**src/rtl/secuenciador_pkg.sv**
```systemverilog
// Shared definitions for the program-counter sequencer: op encodings and the
// control decode that turns an op plus status into next-pc selection and stack actions.
package secuenciador_pkg;

  typedef enum logic [2:0] {
    OP_NEXT = 3'b000,
    OP_JMP  = 3'b001,
    OP_JZ   = 3'b010,
    OP_JNZ  = 3'b011,
    OP_CALL = 3'b100,
    OP_RET  = 3'b101,
    OP_HALT = 3'b110
  } op_e;

  typedef enum logic [1:0] {
    SEL_INC  = 2'd0,
    SEL_DEST = 2'd1,
    SEL_HOLD = 2'd2,
    SEL_POP  = 2'd3
  } pc_sel_e;

  typedef struct packed {
    pc_sel_e sel;
    logic    push;
    logic    pop;
    logic    halt;
    logic    ovf;
    logic    unf;
  } ctrl_t;

  // Encoding 3'b111 is unassigned and falls through to the NEXT behaviour.
  function automatic ctrl_t decode_op(input logic [2:0] op, input logic z,
                                      input logic full, input logic empty);
    ctrl_t c;
    c     = '0;
    c.sel = SEL_INC;
    case (op)
      OP_JMP:  c.sel = SEL_DEST;
      OP_JZ:   c.sel = z  ? SEL_DEST : SEL_INC;
      OP_JNZ:  c.sel = !z ? SEL_DEST : SEL_INC;
      OP_CALL: begin
        if (full) begin
          c.sel  = SEL_HOLD;
          c.ovf  = 1'b1;
          c.halt = 1'b1;
        end else begin
          c.sel  = SEL_DEST;
          c.push = 1'b1;
        end
      end
      OP_RET: begin
        if (empty) begin
          c.sel  = SEL_HOLD;
          c.unf  = 1'b1;
          c.halt = 1'b1;
        end else begin
          c.sel  = SEL_POP;
          c.pop  = 1'b1;
        end
      end
      OP_HALT: begin
        c.sel  = SEL_HOLD;
        c.halt = 1'b1;
      end
      default: c.sel = SEL_INC;
    endcase
    return c;
  endfunction

endpackage

```
**src/rtl/pila_lifo.sv**
```systemverilog
// Return-address stack: LIFO of DEPTH entries with an occupancy count.
// The top entry is presented combinationally on o_data whenever the stack is non-empty.
module pila_lifo #(
  parameter int WIDTH = 10,
  parameter int DEPTH = 8
) (
  input  logic                     clk,
  input  logic                     reset,
  input  logic                     i_push,
  input  logic                     i_pop,
  input  logic [WIDTH-1:0]         i_data,
  output logic [WIDTH-1:0]         o_data,
  output logic [$clog2(DEPTH):0]   o_count
);

  localparam int AW = $clog2(DEPTH);
  localparam int CW = AW + 1;

  logic [WIDTH-1:0] r_mem [DEPTH];
  logic [CW-1:0]    r_count;
  logic [AW-1:0]    w_wr_idx;
  logic [AW-1:0]    w_rd_idx;
  logic             w_full;
  logic             w_empty;

  assign w_full   = (r_count == CW'(DEPTH));
  assign w_empty  = (r_count == '0);
  assign w_wr_idx = r_count[AW-1:0];
  // With a full stack the low bits wrap to 0, so minus one still lands on DEPTH-1.
  assign w_rd_idx = r_count[AW-1:0] - AW'(1);

  // NOTE: storage has no reset; only the count is cleared, so stale entries are unreachable.
  always_ff @(posedge clk) begin
    if (i_push && !w_full) begin
      r_mem[w_wr_idx] <= i_data;
    end
  end

  always_ff @(posedge clk) begin
    if (reset) begin
      r_count <= '0;
    end else if (i_push && !w_full) begin
      r_count <= r_count + CW'(1);
    end else if (i_pop && !w_empty) begin
      r_count <= r_count - CW'(1);
    end
  end

  assign o_data  = r_mem[w_rd_idx];
  assign o_count = r_count;

endmodule

```
**src/rtl/secuenciador_pc.sv**
```systemverilog
// Program-counter sequencer: next-pc multiplexer, pc register, sticky halt/error
// flags and a call/return stack for nested subroutines.
module secuenciador_pc
  import secuenciador_pkg::*;
#(
  parameter int PC_WIDTH    = 10,
  parameter int STACK_DEPTH = 8
) (
  input  logic                         clk,
  input  logic                         reset,
  input  logic                         en,
  input  logic [2:0]                   op,
  input  logic [PC_WIDTH-1:0]          dest,
  input  logic                         z,
  output logic [PC_WIDTH-1:0]          pc,
  output logic [$clog2(STACK_DEPTH):0] nivel,
  output logic                         fin,
  output logic                         err_ovf,
  output logic                         err_unf
);

  localparam int LW = $clog2(STACK_DEPTH) + 1;

  logic [PC_WIDTH-1:0] r_pc;
  logic                r_fin;
  logic                r_ovf;
  logic                r_unf;

  logic [PC_WIDTH-1:0] w_pc_inc;
  logic [PC_WIDTH-1:0] w_pc_next;
  logic [PC_WIDTH-1:0] w_stack_top;
  logic [LW-1:0]       w_count;
  logic                w_full;
  logic                w_empty;
  logic                w_act;
  ctrl_t               w_ctrl;

  // Once halted, only reset can bring the sequencer back.
  assign w_act    = en & ~r_fin & ~reset;
  assign w_full   = (w_count == LW'(STACK_DEPTH));
  assign w_empty  = (w_count == '0);
  assign w_ctrl   = decode_op(op, z, w_full, w_empty);
  assign w_pc_inc = r_pc + PC_WIDTH'(1);

  // NOTE: default assigned before the case so no path leaves w_pc_next unassigned (no latch).
  always_comb begin
    w_pc_next = w_pc_inc;
    case (w_ctrl.sel)
      SEL_DEST: w_pc_next = dest;
      SEL_HOLD: w_pc_next = r_pc;
      SEL_POP:  w_pc_next = w_stack_top;
      default:  w_pc_next = w_pc_inc;
    endcase
  end

  // NOTE: non-blocking assignments so every register samples pre-edge values.
  always_ff @(posedge clk) begin
    if (reset) begin
      r_pc  <= '0;
      r_fin <= 1'b0;
      r_ovf <= 1'b0;
      r_unf <= 1'b0;
    end else if (w_act) begin
      r_pc <= w_pc_next;
      if (w_ctrl.halt) r_fin <= 1'b1;
      if (w_ctrl.ovf)  r_ovf <= 1'b1;
      if (w_ctrl.unf)  r_unf <= 1'b1;
    end
  end

  pila_lifo #(
    .WIDTH (PC_WIDTH),
    .DEPTH (STACK_DEPTH)
  ) u_pila (
    .clk     (clk),
    .reset   (reset),
    .i_push  (w_act & w_ctrl.push),
    .i_pop   (w_act & w_ctrl.pop),
    .i_data  (w_pc_inc),
    .o_data  (w_stack_top),
    .o_count (w_count)
  );

  assign pc      = r_pc;
  assign nivel   = w_count;
  assign fin     = r_fin;
  assign err_ovf = r_ovf;
  assign err_unf = r_unf;

endmodule

```
**config.mk**
```make
export PLATFORM = sky130hd
export DESIGN_NAME = secuenciador_pc
export DESIGN_NICKNAME = d
export VERILOG_FILES = /design/src/rtl/secuenciador_pkg.sv /design/src/rtl/pila_lifo.sv /design/src/rtl/secuenciador_pc.sv
export SDC_FILE = /design/constraint.sdc
export NUM_CORES = 1
export LEC_CHECK = 0
export CORE_MARGIN = 2
export CORE_UTILIZATION = 45
export CTS_BUF_LIST = sky130_fd_sc_hd__clkbuf_8
export CTS_CLUSTER_SIZE = 14
export DETAILED_ROUTE_END_ITERATION = 10
export GPL_TIMING_DRIVEN = 1
export HOLD_SLACK_MARGIN = 0.15
export PLACE_DENSITY = 0.61
export SYNTH_ARGS = -nofsm -noshare
export SYNTH_HDL_FRONTEND = slang
export SYNTH_HIERARCHICAL = 1
export SYNTH_SLANG_ARGS = --single-unit
```
**constraint.sdc**
```tcl
create_clock -name clk -period 3.4 [get_ports clk]
set_input_delay 0.68 -clock clk [delete_from_list [all_inputs] [get_ports clk]]
set_output_delay 0.68 -clock clk [all_outputs]
set_load 0.01 [all_outputs]
```
==> reports/summary.md, run 1 <==
The number of diodes came out at 0. The logs give 360 ps for the later-pin clock latency in the skew report and 4436 sq um for the post-synthesis instance area. The number of top-level design ports is 34, and the number of synthesized flops with an enable pin is 80. Synthesis produced a netlist whose cell count is 293. The logs give 482 for the post-route non-filler standard cell count and 4 for the first-pass iteration count of the detailed router. Static timing analysis puts the maximum clock frequency at 335.6 MHz.

After Yosys synthesis, XOR and XNOR cells account for 2.341% of the synthesized area. The tools report the number of buffers inserted for hold repair after clock tree synthesis as 0. The count of endpoints failing setup in the final report was 0; the die area was 10670 sq um. The post-route netlist has 21.20% of its cells at a drive strength greater than 1. The final cycle utilization of the critical path was 87.65%; the count of synthesis-stage warnings from yosys was 6. The routed layout has 2632 vias. In this run the post-CTS setup repair buffer count came out at 0. The commonest non-fill, non-tap cell in the layout is sky130_fd_sc_hd__edfxtp_1. The transition time at the pin with the least slew margin came out at 736.9 ps. The run gives 9 as the total clock buffers created by CTS. Initial antenna violation count: 0. The critical setup path kind was input port to flip-flop. TritonCTS built the clock tree.

For this design the ratio of total power to cell area is 425.1 nW/um^2. The tools report the first-pass GRT wire length as 14550 um. IR analysis of the VDD net gives a maximum drop of 0.2674 mV. The run gives 0.7883 as the final weighted congestion in routability-driven placement. Classification of the worst-slack hold path: flip-flop to flip-flop. The vertical die dimension is 103.3 um, and the x dimension of the die is 103.3 um. Across the run, the number of max-cap violations was 0.

Setup repair after global routing left no endpoint under its margin. Counting along the longest clock path gives a buffer depth of 2. For the worst-case clock skew, the log shows 8.141 ps. After floorplanning, the core was divided into 36 placement rows. The data arrival at the endpoint of the critical path is 3210 ps, and the compound-gate portion of the synthesized area is 6.629%. The run gives 366 as the number of nets in the layout. The portion of synthesized area spent on multiplexers is 15.32%. For the worst setup path, the data required time is 3630 ps.

The number of global-route vias before repair came out at 2618. Total power for the finished layout comes to 2.219 mW. The tightest hold margin came out at 484.1 ps. The static leakage was 1.724 nW; the total wirelength of the detailed-routed design was 9411 um. Kind of start point of the critical path: an input port. The final-layout fill cell count was 802. Entering global routing, the biggest net connects 21 pins. The setup TNS was 0 ps; the cell total after placement was 466. In this run the tightest slew margin relative to its limit is 50.52%. After detailed routing, the average wire length per cell comes to 19.52 um. The flow ran to the end, and the final reports show no timing, DRC or antenna violations. Detailed placement ended at an HPWL of 6390 um.

In this run, synthesis produced a sequential element count of 97. Of the total power, the clock network draws 33.8%. Summed over all nets, the switching power comes to 0.5500 mW. Global routing used 18.86% of the available tracks. The clock drives 97 sinks. After synthesis, the largest family of logic cells by area is multiplexers.

For the design internal power, the log shows 1.669 mW. In the layout the commonest cells are sky130_fd_sc_hd__edfxtp_1, sky130_fd_sc_hd__clkdlybuf4s50_1, sky130_fd_sc_hd__nor2_1. The area overhead of the layout relative to synthesis came out at 17.69%. The average instance area after synthesis is 15.14 sq um, and the number of levels the H-tree was split into is 3. The run gives 51 as the count of different cell masters after synthesis.

The maximum fanout count along the critical path came out at 3. The fraction of power spent switching nets came out at 24.79%. Post-CTS repair changed the size of 0 cells. Dividing the detail-routed via count by the number of cells gives 5.461. The predominant post-synthesis flop cell is sky130_fd_sc_hd__edfxtp_1. The run gives 0 as the global-route congestion overflow total. The remaining antenna violation count was 0. Starting utilization of the core area: 45.80%. The register clock-pin slew on the reported worst setup and hold paths is 100 ps, and the count of input and output buffers is 33. The share of power burned in registers came out at 59.2%. Of the total synthesized cell area, the portion taken by full adders, half adders and majority gates is 1.580%. After detailed routing, the number of remaining DRC violations is 0. The tools report the core footprint as 9684 sq um.

The kind of end point of the critical path was a flip-flop. Combinational logic burns 6.9% of the power. Counting I/O delays and the setup requirement, the final critical path takes 2980 ps.

The proportion of synthesized flip-flops having asynchronous set or reset is 0%. The total count of max-transition violations in the final report came out at 0. The run gives 119 as the number of violations reported at the end of detailed-routing iteration 0. For the hold violation count in the final report, the log shows 0. Counting every net in the synthesized netlist gives 315. The synthesized netlist devotes 9.676% of its cell area to simple gates. Buffer type at the clock tree root: sky130_fd_sc_hd__clkbuf_8. The tools report the sequential-to-total area share from yosys stat as 61.83%.
==> power by group through the flow <==
| stage | Clock [mW] | Combinational, mW | Sequential [mW] |
|---|---|---|---|
| global route | 0.812 | 0.169 | 1.32 |
| floorplan | 0 | 0.0811 | 1.34 |
| finish | 0.751 | 0.154 | 1.31 |
| detailed placement | 0 | 0.154 | 1.34 |
| CTS | 0.768 | 0.155 | 1.31 |
| global placement | 0 | 0.152 | 1.34 |
==> cell usage after synthesis (5+ instances only) <==
cell type	n	area (sq um)
sky130_fd_sc_hd__nand2_1	16	60.06
sky130_fd_sc_hd__mux2_2	11	123.9
sky130_fd_sc_hd__xor2_1	6	52.55
sky130_fd_sc_hd__nand3_1	5	25.02
sky130_fd_sc_hd__nor2_1	31	116.4
sky130_fd_sc_hd__inv_1	5	18.77
sky130_fd_sc_hd__nor3_1	6	30.03
sky130_fd_sc_hd__mux4_2	16	360.4
sky130_fd_sc_hd__o21ai_0	8	40.04
sky130_fd_sc_hd__edfxtp_1	80	2402
sky130_fd_sc_hd__clkbuf_1	9	33.78
sky130_fd_sc_hd__mux2i_1	9	90.09
sky130_fd_sc_hd__and2_1	7	43.79
sky130_fd_sc_hd__a311oi_1	8	70.07
sky130_fd_sc_hd__dfxtp_1	17	340.3
==> stage by stage <==
| step | util (%) | area (sq um) | setup WS (ps) |
|---|---|---|---|
| CTS | 53.90 | 5220 | 408.6 |
| global route | 53.90 | 5220 | 244.9 |
| global placement | 51.77 | 5014 | 92.28 |
| detailed placement | 51.77 | 5014 | 18.33 |
| finish | 53.90 | 5220 | 420.0 |
| floorplan | - | 4436 | 406.1 |
==> critical path: stages <==
cell	delay, ps
sky130_fd_sc_hd__clkdlybuf4s50_1	480
sky130_fd_sc_hd__or3b_1	370
sky130_fd_sc_hd__nor4_1	350
sky130_fd_sc_hd__nand2_1	180
sky130_fd_sc_hd__ha_1	300
sky130_fd_sc_hd__a21o_1	200
sky130_fd_sc_hd__a2111oi_2	420
sky130_fd_sc_hd__a31o_2	170
sky130_fd_sc_hd__a211oi_2	60
==> sequential cells by signal (all words and copies together), names as in the netlist <==
register / cells
pc: 10
u_pila/r_mem: 80
err_unf: 1
err_ovf: 1
u_pila/o_count: 4
fin: 1
==> logic make-up after synthesis <==
logic type | Yosys count
flip-flops | 97
AND/OR/NAND/NOR | 83
multiplexers | 40
AO/OA/AOI/OAI | 37
buffers and inverters | 20
XOR/XNOR | 11
adder cells (fa/ha/maj) | 5
==> worst paths after layout <==
kind | start | end | slack [ps] | depth (start not counted)
worst min register to register | err_unf | err_unf | 480 | 2
worst max register to register | u_pila/o_count[1] | u_pila/o_count[3] | 780 | 9
worst min-delay path | err_unf | err_unf | 480 | 2
worst max-delay path | en | u_pila/o_count[3] | 420 | 9
==> per-layer routing <==
metal	share of wire, %	global-route usage, %	routed length, um	vias up
met5	0	0	0	-
met4	1.3	6.073	123	0
met3	3.2	2.688	297	13
met2	50	30.72	4748	40
met1	45	26.52	4243	1337
li1	-	-	-	1242
==> area by class of cell <==
class                           count  area (sq um)  area share (%)
Sequential cell                    97          2744           52.56
Clock buffer                        9         123.9           2.373
Inverter                            5         18.77          0.3595
Clock inverter                      7         82.58           1.582
Tap cell                          133         166.4           3.188
Multi-Input combinational cell    176          1577           30.20
Timing Repair Buffer               55         508.0           9.732
Power figures use the tool's default switching activity.
==> run 2, diff against run 1 <==
--- a/config.mk
+++ b/config.mk
@@ -8,7 +8,7 @@
 export CORE_MARGIN = 2
 export CORE_UTILIZATION = 45
 export CTS_BUF_LIST = sky130_fd_sc_hd__clkbuf_8
-export CTS_CLUSTER_SIZE = 14
+export CTS_CLUSTER_SIZE = 30
 export DETAILED_ROUTE_END_ITERATION = 10
 export GPL_TIMING_DRIVEN = 1
 export HOLD_SLACK_MARGIN = 0.15
==> results of run 2 <==
Same layout as run 1: the final DEF is identical, and so are final timing and power.
